### src/rtl/uart_pkg.sv
// Shared UART definitions: frame constants, receiver state encoding,
// frame-format payload and the parity helper used by both directions.
package uart_pkg;

   localparam int unsigned DATA_BITS      = 8;
   localparam int unsigned LINE_IDLE_BITS = 10;

   typedef enum logic [2:0] {
      WAIT_LINE,
      IDLE,
      START,
      DATA,
      PARITY,
      STOP
   } rx_state_e;

   typedef struct packed {
      logic two_stop;
      logic parity_en;
      logic parity_even;
   } rx_cfg_t;

   // Expected parity bit for a data word: even parity makes the total count of ones even
   function automatic logic parity_of(input logic [DATA_BITS-1:0] data, input logic even);
      return even ? (^data) : ~(^data);
   endfunction

endpackage

### src/rtl/uart_sync2.sv
// Two-flop synchronizer for asynchronous single-bit inputs with a
// configurable reset value (idle level of the source).
module uart_sync2 #(
   parameter logic RESET_VALUE = 1'b1
) (
   input  logic clk,
   input  logic reset,
   input  logic din,
   output logic dout
);

   logic meta;

   // Two-stage capture of the asynchronous input
   always_ff @(posedge clk) begin
      if (reset) begin
         meta <= RESET_VALUE;
         dout <= RESET_VALUE;
      end else begin
         meta <= din;
         dout <= meta;
      end
   end

endmodule

### src/rtl/uart_rx.sv
// UART receiver: 8 data bits LSB first, optional parity, 1 or 2 stop bits,
// one-deep output register with parity/framing/overrun flags.
// Optional feature macro: UART_RX_BREAK_DETECT_EN adds break_o and turns an
// all-zero frame into a break pulse followed by a line-idle resync.
module uart_rx
   import uart_pkg::*;
#(
   parameter int unsigned CLOCK_DIVIDER_WIDTH = 16
) (
   input  logic                           clock_i,
   input  logic                           reset_i,
   input  logic [CLOCK_DIVIDER_WIDTH-1:0] clock_divider_i,
   input  logic                           serial_i,
   output logic [DATA_BITS-1:0]           data_o,
   output logic                           valid_o,
   input  logic                           read_i,
   output logic                           parity_error_o,
   output logic                           framing_error_o,
   output logic                           overrun_error_o,
   output logic                           busy_o,
   input  logic                           two_stop_bits_i,
   input  logic                           parity_bit_i,
`ifdef UART_RX_BREAK_DETECT_EN
   output logic                           break_o,
`endif
   input  logic                           parity_even_i
);

   localparam int unsigned DW  = CLOCK_DIVIDER_WIDTH;
   localparam int unsigned BCW = 4;

   logic                 line, line_q;
   logic [DW-1:0]        d_live, h_live, reload;
   rx_state_e            state_q, state_d;
   logic [DW-1:0]        timer_q, timer_d;
   logic [BCW-1:0]       cnt_q, cnt_d;
   logic [DATA_BITS-1:0] shift_q, shift_d;
   logic                 perr_q, perr_d;
   logic                 ferr_q, ferr_d;
   logic                 stop_idx_q, stop_idx_d;
   logic [DW-1:0]        div_q, div_d;
   rx_cfg_t              cfg_q, cfg_d;
   logic                 complete;
   logic                 brk;
`ifdef UART_RX_BREAK_DETECT_EN
   logic                 brk_cand_q, brk_cand_d;
`endif

   logic [DATA_BITS-1:0] data_n;
   logic                 valid_n, perr_n, ferr_n, ovr_n, busy_n;

   uart_sync2 #(.RESET_VALUE(1'b1)) u_sync (
      .clk   (clock_i),
      .reset (reset_i),
      .din   (serial_i),
      .dout  (line)
   );

   assign d_live = (clock_divider_i == '0) ? DW'(1) : clock_divider_i;
   assign h_live = d_live >> 1;
   assign reload = div_q - DW'(1);

   // State register
   always_ff @(posedge clock_i) begin
      if (reset_i) state_q <= WAIT_LINE;
      else         state_q <= state_d;
   end

   // Next-state and frame datapath decode
   always_comb begin
      state_d    = state_q;
      timer_d    = timer_q;
      cnt_d      = cnt_q;
      shift_d    = shift_q;
      perr_d     = perr_q;
      ferr_d     = ferr_q;
      stop_idx_d = stop_idx_q;
      div_d      = div_q;
      cfg_d      = cfg_q;
      complete   = 1'b0;
      brk        = 1'b0;
`ifdef UART_RX_BREAK_DETECT_EN
      brk_cand_d = brk_cand_q;
`endif
      case (state_q)
         // timer counts up through one bit time, cnt counts high bit times
         WAIT_LINE: begin
            if (!line) begin
               timer_d = '0;
               cnt_d   = '0;
            end else if (timer_q >= d_live - DW'(1)) begin
               timer_d = '0;
               if (cnt_q == BCW'(LINE_IDLE_BITS - 1)) state_d = IDLE;
               else                                   cnt_d   = cnt_q + BCW'(1);
            end else begin
               timer_d = timer_q + DW'(1);
            end
         end
         IDLE: begin
            if (line_q && !line) begin
               div_d      = d_live;
               cfg_d      = '{two_stop: two_stop_bits_i, parity_en: parity_bit_i,
                              parity_even: parity_even_i};
               perr_d     = 1'b0;
               ferr_d     = 1'b0;
               stop_idx_d = 1'b0;
               cnt_d      = '0;
`ifdef UART_RX_BREAK_DETECT_EN
               brk_cand_d = 1'b1;
`endif
               // With a zero half-bit the edge sample itself is the start-bit sample
               if (h_live == '0) begin
                  state_d = DATA;
                  timer_d = d_live - DW'(1);
               end else begin
                  state_d = START;
                  timer_d = h_live - DW'(1);
               end
            end
         end
         START: begin
            if (timer_q != '0) begin
               timer_d = timer_q - DW'(1);
            end else if (!line) begin
               state_d = DATA;
               timer_d = reload;
            end else begin
               state_d = IDLE;
            end
         end
         DATA: begin
            if (timer_q != '0) begin
               timer_d = timer_q - DW'(1);
            end else begin
               shift_d = {line, shift_q[DATA_BITS-1:1]};
               timer_d = reload;
               if (cnt_q == BCW'(DATA_BITS - 1)) state_d = cfg_q.parity_en ? PARITY : STOP;
               else                              cnt_d   = cnt_q + BCW'(1);
            end
         end
         PARITY: begin
            if (timer_q != '0) begin
               timer_d = timer_q - DW'(1);
            end else begin
               perr_d  = (line != parity_of(shift_q, cfg_q.parity_even));
               timer_d = reload;
               state_d = STOP;
`ifdef UART_RX_BREAK_DETECT_EN
               brk_cand_d = brk_cand_q & ~line;
`endif
            end
         end
         STOP: begin
            if (timer_q != '0) begin
               timer_d = timer_q - DW'(1);
            end else begin
               ferr_d  = ferr_q | ~line;
               timer_d = reload;
`ifdef UART_RX_BREAK_DETECT_EN
               brk_cand_d = brk_cand_q & ~line;
`endif
               if (!cfg_q.two_stop || stop_idx_q) begin
                  state_d = IDLE;
`ifdef UART_RX_BREAK_DETECT_EN
                  if (shift_q == '0 && brk_cand_d) begin
                     brk     = 1'b1;
                     state_d = WAIT_LINE;
                     timer_d = '0;
                     cnt_d   = '0;
                  end else begin
                     complete = 1'b1;
                  end
`else
                  complete = 1'b1;
`endif
               end else begin
                  stop_idx_d = 1'b1;
               end
            end
         end
         default: begin
            state_d = WAIT_LINE;
            timer_d = '0;
            cnt_d   = '0;
         end
      endcase
   end

   // Host-side output register: completion wins over a same-cycle read
   always_comb begin
      data_n  = data_o;
      valid_n = valid_o;
      perr_n  = parity_error_o;
      ferr_n  = framing_error_o;
      ovr_n   = overrun_error_o;
      busy_n  = (state_d != IDLE);
      if (complete) begin
         if (!valid_o || read_i) begin
            data_n  = shift_q;
            perr_n  = perr_q;
            ferr_n  = ferr_d;
            valid_n = 1'b1;
         end else begin
            ovr_n = 1'b1;
         end
      end else if (read_i && valid_o) begin
         valid_n = 1'b0;
         perr_n  = 1'b0;
         ferr_n  = 1'b0;
         ovr_n   = 1'b0;
      end
   end

   // Datapath and output registers
   always_ff @(posedge clock_i) begin
      if (reset_i) begin
         line_q          <= 1'b1;
         timer_q         <= '0;
         cnt_q           <= '0;
         shift_q         <= '0;
         perr_q          <= 1'b0;
         ferr_q          <= 1'b0;
         stop_idx_q      <= 1'b0;
         div_q           <= DW'(1);
         cfg_q           <= '0;
         data_o          <= '0;
         valid_o         <= 1'b0;
         parity_error_o  <= 1'b0;
         framing_error_o <= 1'b0;
         overrun_error_o <= 1'b0;
         busy_o          <= 1'b1;
`ifdef UART_RX_BREAK_DETECT_EN
         brk_cand_q      <= 1'b0;
         break_o         <= 1'b0;
`endif
      end else begin
         line_q          <= line;
         timer_q         <= timer_d;
         cnt_q           <= cnt_d;
         shift_q         <= shift_d;
         perr_q          <= perr_d;
         ferr_q          <= ferr_d;
         stop_idx_q      <= stop_idx_d;
         div_q           <= div_d;
         cfg_q           <= cfg_d;
         data_o          <= data_n;
         valid_o         <= valid_n;
         parity_error_o  <= perr_n;
         framing_error_o <= ferr_n;
         overrun_error_o <= ovr_n;
         busy_o          <= busy_n;
`ifdef UART_RX_BREAK_DETECT_EN
         brk_cand_q      <= brk_cand_d;
         break_o         <= brk;
`endif
      end
   end

endmodule

### config.mk
export PLATFORM = sky130hd
export DESIGN_NAME = uart_rx
export DESIGN_NICKNAME = d
export VERILOG_FILES = /design/src/rtl/uart_pkg.sv /design/src/rtl/uart_sync2.sv /design/src/rtl/uart_rx.sv
export SDC_FILE = /design/constraint.sdc
export NUM_CORES = 1
export LEC_CHECK = 0
export CORE_UTILIZATION = 60
export CTS_CLUSTER_SIZE = 10
export DETAILED_ROUTE_END_ITERATION = 10
export GPL_TIMING_DRIVEN = 0
export PLACE_DENSITY = 0.8
export SLEW_MARGIN = 30
export SYNTH_ARGS = -nofsm -noshare
export SYNTH_HDL_FRONTEND = slang
export SYNTH_SLANG_ARGS = --single-unit
### constraint.sdc
create_clock -name clock_i -period 7.1 [get_ports clock_i]
set_input_delay 1.42 -clock clock_i [delete_from_list [all_inputs] [get_ports clock_i]]
set_output_delay 1.42 -clock clock_i [all_outputs]
set_load 0.005 [all_outputs]
==> impl_metrics.json <==
{
  "insertedDiodeCount": 0,
  "finalCriticalPeriod_ns": 6.494,
  "synth-edff-count": 0,
  "grt_overflow": 0,
  "async_flop_share": 0,
  "gp_congestion": 0.9343,
  "synth_top_family_by_area": "simple AND/OR/NAND/NOR gates",
  "vias_per_cell": 6.629,
  "syn-cell-area_um2": 5041,
  "root_buffer": "clkbuf_8",
  "synth_ff_type": "dfxtp_1",
  "first_pass_iters": 5,
  "yosys_warnings": 0,
  "routed-via-count": 5416,
  "yosys_register_bits": 69,
  "p_per_area_nw_per_um2": 153.8,
  "dieHeight_um": 93.66,
  "hp-class": "reg2reg",
  "cap_viol_max_count": 0,
  "yosys.area_share.simple": 0.2772,
  "wl_per_cell_um": 19.27,
  "period_share": 0.9146,
  "fillers": 720,
  "setup_viol": 0,
  "holdBufCountCts": 0,
  "clock_sinks": 69,
  "antenna_left": 0,
  "netlist_instances": 669,
  "h-tree-depth": 3,
  "hold_ws_ns": 0.4151,
  "grt_usage": 0.3708,
  "drv_slew": 0,
  "hold_viol": 0,
  "synth_area_leaders": "dfxtp_1, nand2_1, a21oi_1",
  "syn_nets": 715,
  "clk_pin_slew_worst_paths_ns": 0.09,
  "worst_pin_slew_ns": 0.9367,
  "p_total_mw": 0.8696,
  "seq_area_frac_synth": 0.2740,
  "leakage_nw": 1.923,
  "worstHoldEndpoint": "u_sync.dout",
  "cp_data_required_time_ns": 7.38,
  "tritoncts": "yes",
  "synth_area_per_cell_um2": 7.535,
  "r2r-start": "timer_q[0]",
  "min_path_cells": 1,
  "synth.distinct_cells": 74,
  "drc": 0,
  "grt_pass1_wl_mm": 24.76,
  "timing.fmax_mhz": 154.0,
  "clock_path_buffers": 2,
  "cp_max_fo": 11,
  "synth-compound-area-share": 0.2430,
  "min_from": "u_sync.meta",
  "antenna_found_initial": 0,
  "tns_ns": 0,
  "synth_adder_area_share": 0.05709,
  "finalWirelength_mm": 15.75,
  "drt_iter0_drc": 531,
  "ir_drop_mv": 0.1377,
  "cts-buffers-inserted": 9,
  "die_w_um": 93.66,
  "core-area_um2": 8175,
  "slew_headroom": 0.3708,
  "place_ws_ns": -0.1822,
  "reg2reg_depth": 12,
  "hpwlAfterDp_mm": 11.90,
  "synth_area_leader_cell": "dfxtp_1",
  "setup_ws_ns": 0.6063,
  "synth-xor-area-share": 0.08166,
  "dieArea_um2": 8772,
  "insertion_delay_ns": 0.37,
  "r2r_end": "timer_q[12]",
  "grt_pass1_vias": 4806,
  "startpoint_type": "primary input",
  "fin_skew_ns": 0.01373,
  "start_util": 0.6166,
  "drive_gt1_frac": 0.08427,
  "synth_mux_area_frac": 0.01191,
  "io_pins": 36,
  "rrSetupSlack_ns": 3.33,
  "area_delta_synth_final_pct": 12.19,
  "port_buffers": 26,
  "core.rowCount": 33,
  "grt_setup_unrepaired": "false",
  "grt_max_degree": 15,
  "cp.arrival_ns": 6.77,
  "status": "finished clean",
  "path_class": "in2reg",
  "synth_top_area_frac": 0.2740,
  "nNetsFinal": 753,
  "end_kind": "register"
}
[routing by layer]
layer	wire, µm	GRT usage	up-vias	part of all wire
li1	-	-	2502	-
met1	6814	0.5043	2552	0.43
met2	6960	0.5674	307	0.44
met3	1363	0.07686	55	0.087
met4	609	0.1577	0	0.039
met5	0	0	-	0
[cell usage after synthesis, drive strengths merged, types with 3 or more instances]
cell type and instances:
nand2 123, dfxtp 69, a21oi 63, nor2 48, clkbuf 33, xnor2 29
ha 23, nor3 22, o21ai 21, nand3 19, xor2 18, inv 17
nand4 17, a221oi 15, buf 15, nor4 12, a211oi 7, a21o 7
a41oi 7, nor2b 7, a31oi 6, mux2i 6, nand2b 6, o211ai 6
o31ai 6, and2 5, or2 5, and3 4, o21a 4, or4 4
a211o 3, a311oi 3, a32o 3, nor4b 3, o32ai 3
[worst max-delay path, stage by stage]
cell and delay [ns]:
clkdlybuf4s50_1 0.51, nor3_1 0.80, a41oi_1 0.26, clkbuf_2 0.30
ha_1 0.28, nor3b_2 0.22, nand4_1 0.15, xor2_1 0.21
ha_1 0.28, o21ai_0 0.15, a21oi_1 0.09, a221oi_1 0.49
o211ai_2 0.39, nor2_1 0.44, buf_2 0.34, a221oi_1 0.12
a221oi_1 0.31
[what timing repair did]
item | 4_1_cts | 5_1_grt
setup endpoints to repair | 0 | 1
resized for setup | 0 | 2
buffers inserted | 0 | 0
[power breakdown]
part / leakage (nW) / internal, mW / switching (mW)
sequential: 0.557 / 0.389 / 0.00442
combinational: 1.26 / 0.0483 / 0.0823
clock: 0.103 / 0.168 / 0.178
[area by class of cell]
cell class / count / area, µm² / share of cell area
plain buffers: 48 / 211.5 / 0.03739
clock buffers: 9 / 123.9 / 0.02190
clock inverters: 7 / 80.08 / 0.01416
inverters: 18 / 67.56 / 0.01195
multi-input cells: 534 / 3392 / 0.5998
flip-flops and latches: 69 / 1381 / 0.2442
well taps: 105 / 131.4 / 0.02323
repair buffers: 27 / 267.8 / 0.04735
[state kept, by name, indices dropped and copies added (netlist names)]
signal / cells
perr_q: 1
data_o: 8
u_sync.meta: 1
busy_o: 1
framing_error_o: 1
parity_error_o: 1
shift_q: 8
cnt_q: 4
state_q: 3
u_sync.dout: 1
div_q: 16
stop_idx_q: 1
timer_q: 16
overrun_error_o: 1
cfg_q: 3
ferr_q: 1
line_q: 1
valid_o: 1
[stage by stage]
| step | area [µm²] | utilization | std cells |
|---|---|---|---|
| after floorplan | 5041 | - | 669 |
| after CTS | 5649 | 0.6910 | 817 |
| after global placement | 5433 | 0.6645 | 800 |
| after global routing | 5655 | 0.6918 | 817 |
| after detailed placement | 5445 | 0.6661 | 801 |
| final | 5655 | 0.6918 | 817 |
[cell families after synthesis]
family                     Yosys count
and+or+nand+nor                    283
muxes                                6
xor gates and xnor gates            47
AOI/OAI and AO/OA                  175
buffers and inverters               66
adders and majority gates           23
DFF                                 69
[cells in the final DEF (no fill, tap or decap), drive strengths merged, types with 4 or more instances in the layout]
| cell | Yosys | final |
|---|---|---|
| mux2i | 6 | 6 |
| nand2b | 6 | 6 |
| nand3 | 19 | 19 |
| dfxtp | 69 | 69 |
| clkbuf | 33 | 42 |
| nor3 | 22 | 22 |
| or4 | 4 | 4 |
| o21ai | 21 | 21 |
| a221oi | 15 | 15 |
| nor2b | 7 | 7 |
| o21a | 4 | 4 |
| inv | 17 | 21 |
| a31oi | 6 | 6 |
| and3 | 4 | 4 |
| nor2 | 48 | 48 |
| buf | 15 | 16 |
| or2 | 5 | 5 |
| o31ai | 6 | 6 |
| a211oi | 7 | 7 |
| a21o | 7 | 7 |
| and2 | 5 | 5 |
| o211ai | 6 | 6 |
| a21oi | 63 | 63 |
| a41oi | 7 | 7 |
| ha | 23 | 23 |
| xnor2 | 29 | 29 |
| nand2 | 123 | 123 |
| nor4 | 12 | 12 |
| clkdlybuf4s50 | 0 | 26 |
| xor2 | 18 | 18 |
| nand4 | 17 | 17 |
[worst max-delay path by stage]
stage	cells after the start	startpoint	endpoint
finish	17	clock_divider_i[2]	timer_q[13]
detailed placement	18	clock_divider_i[6]	timer_q[13]
floorplan	18	clock_divider_i[5]	timer_q[15]
global route	17	clock_divider_i[2]	timer_q[13]
global placement	18	clock_divider_i[7]	timer_q[15]
CTS	18	clock_divider_i[6]	timer_q[13]
(Power assumes the default switching activity.)
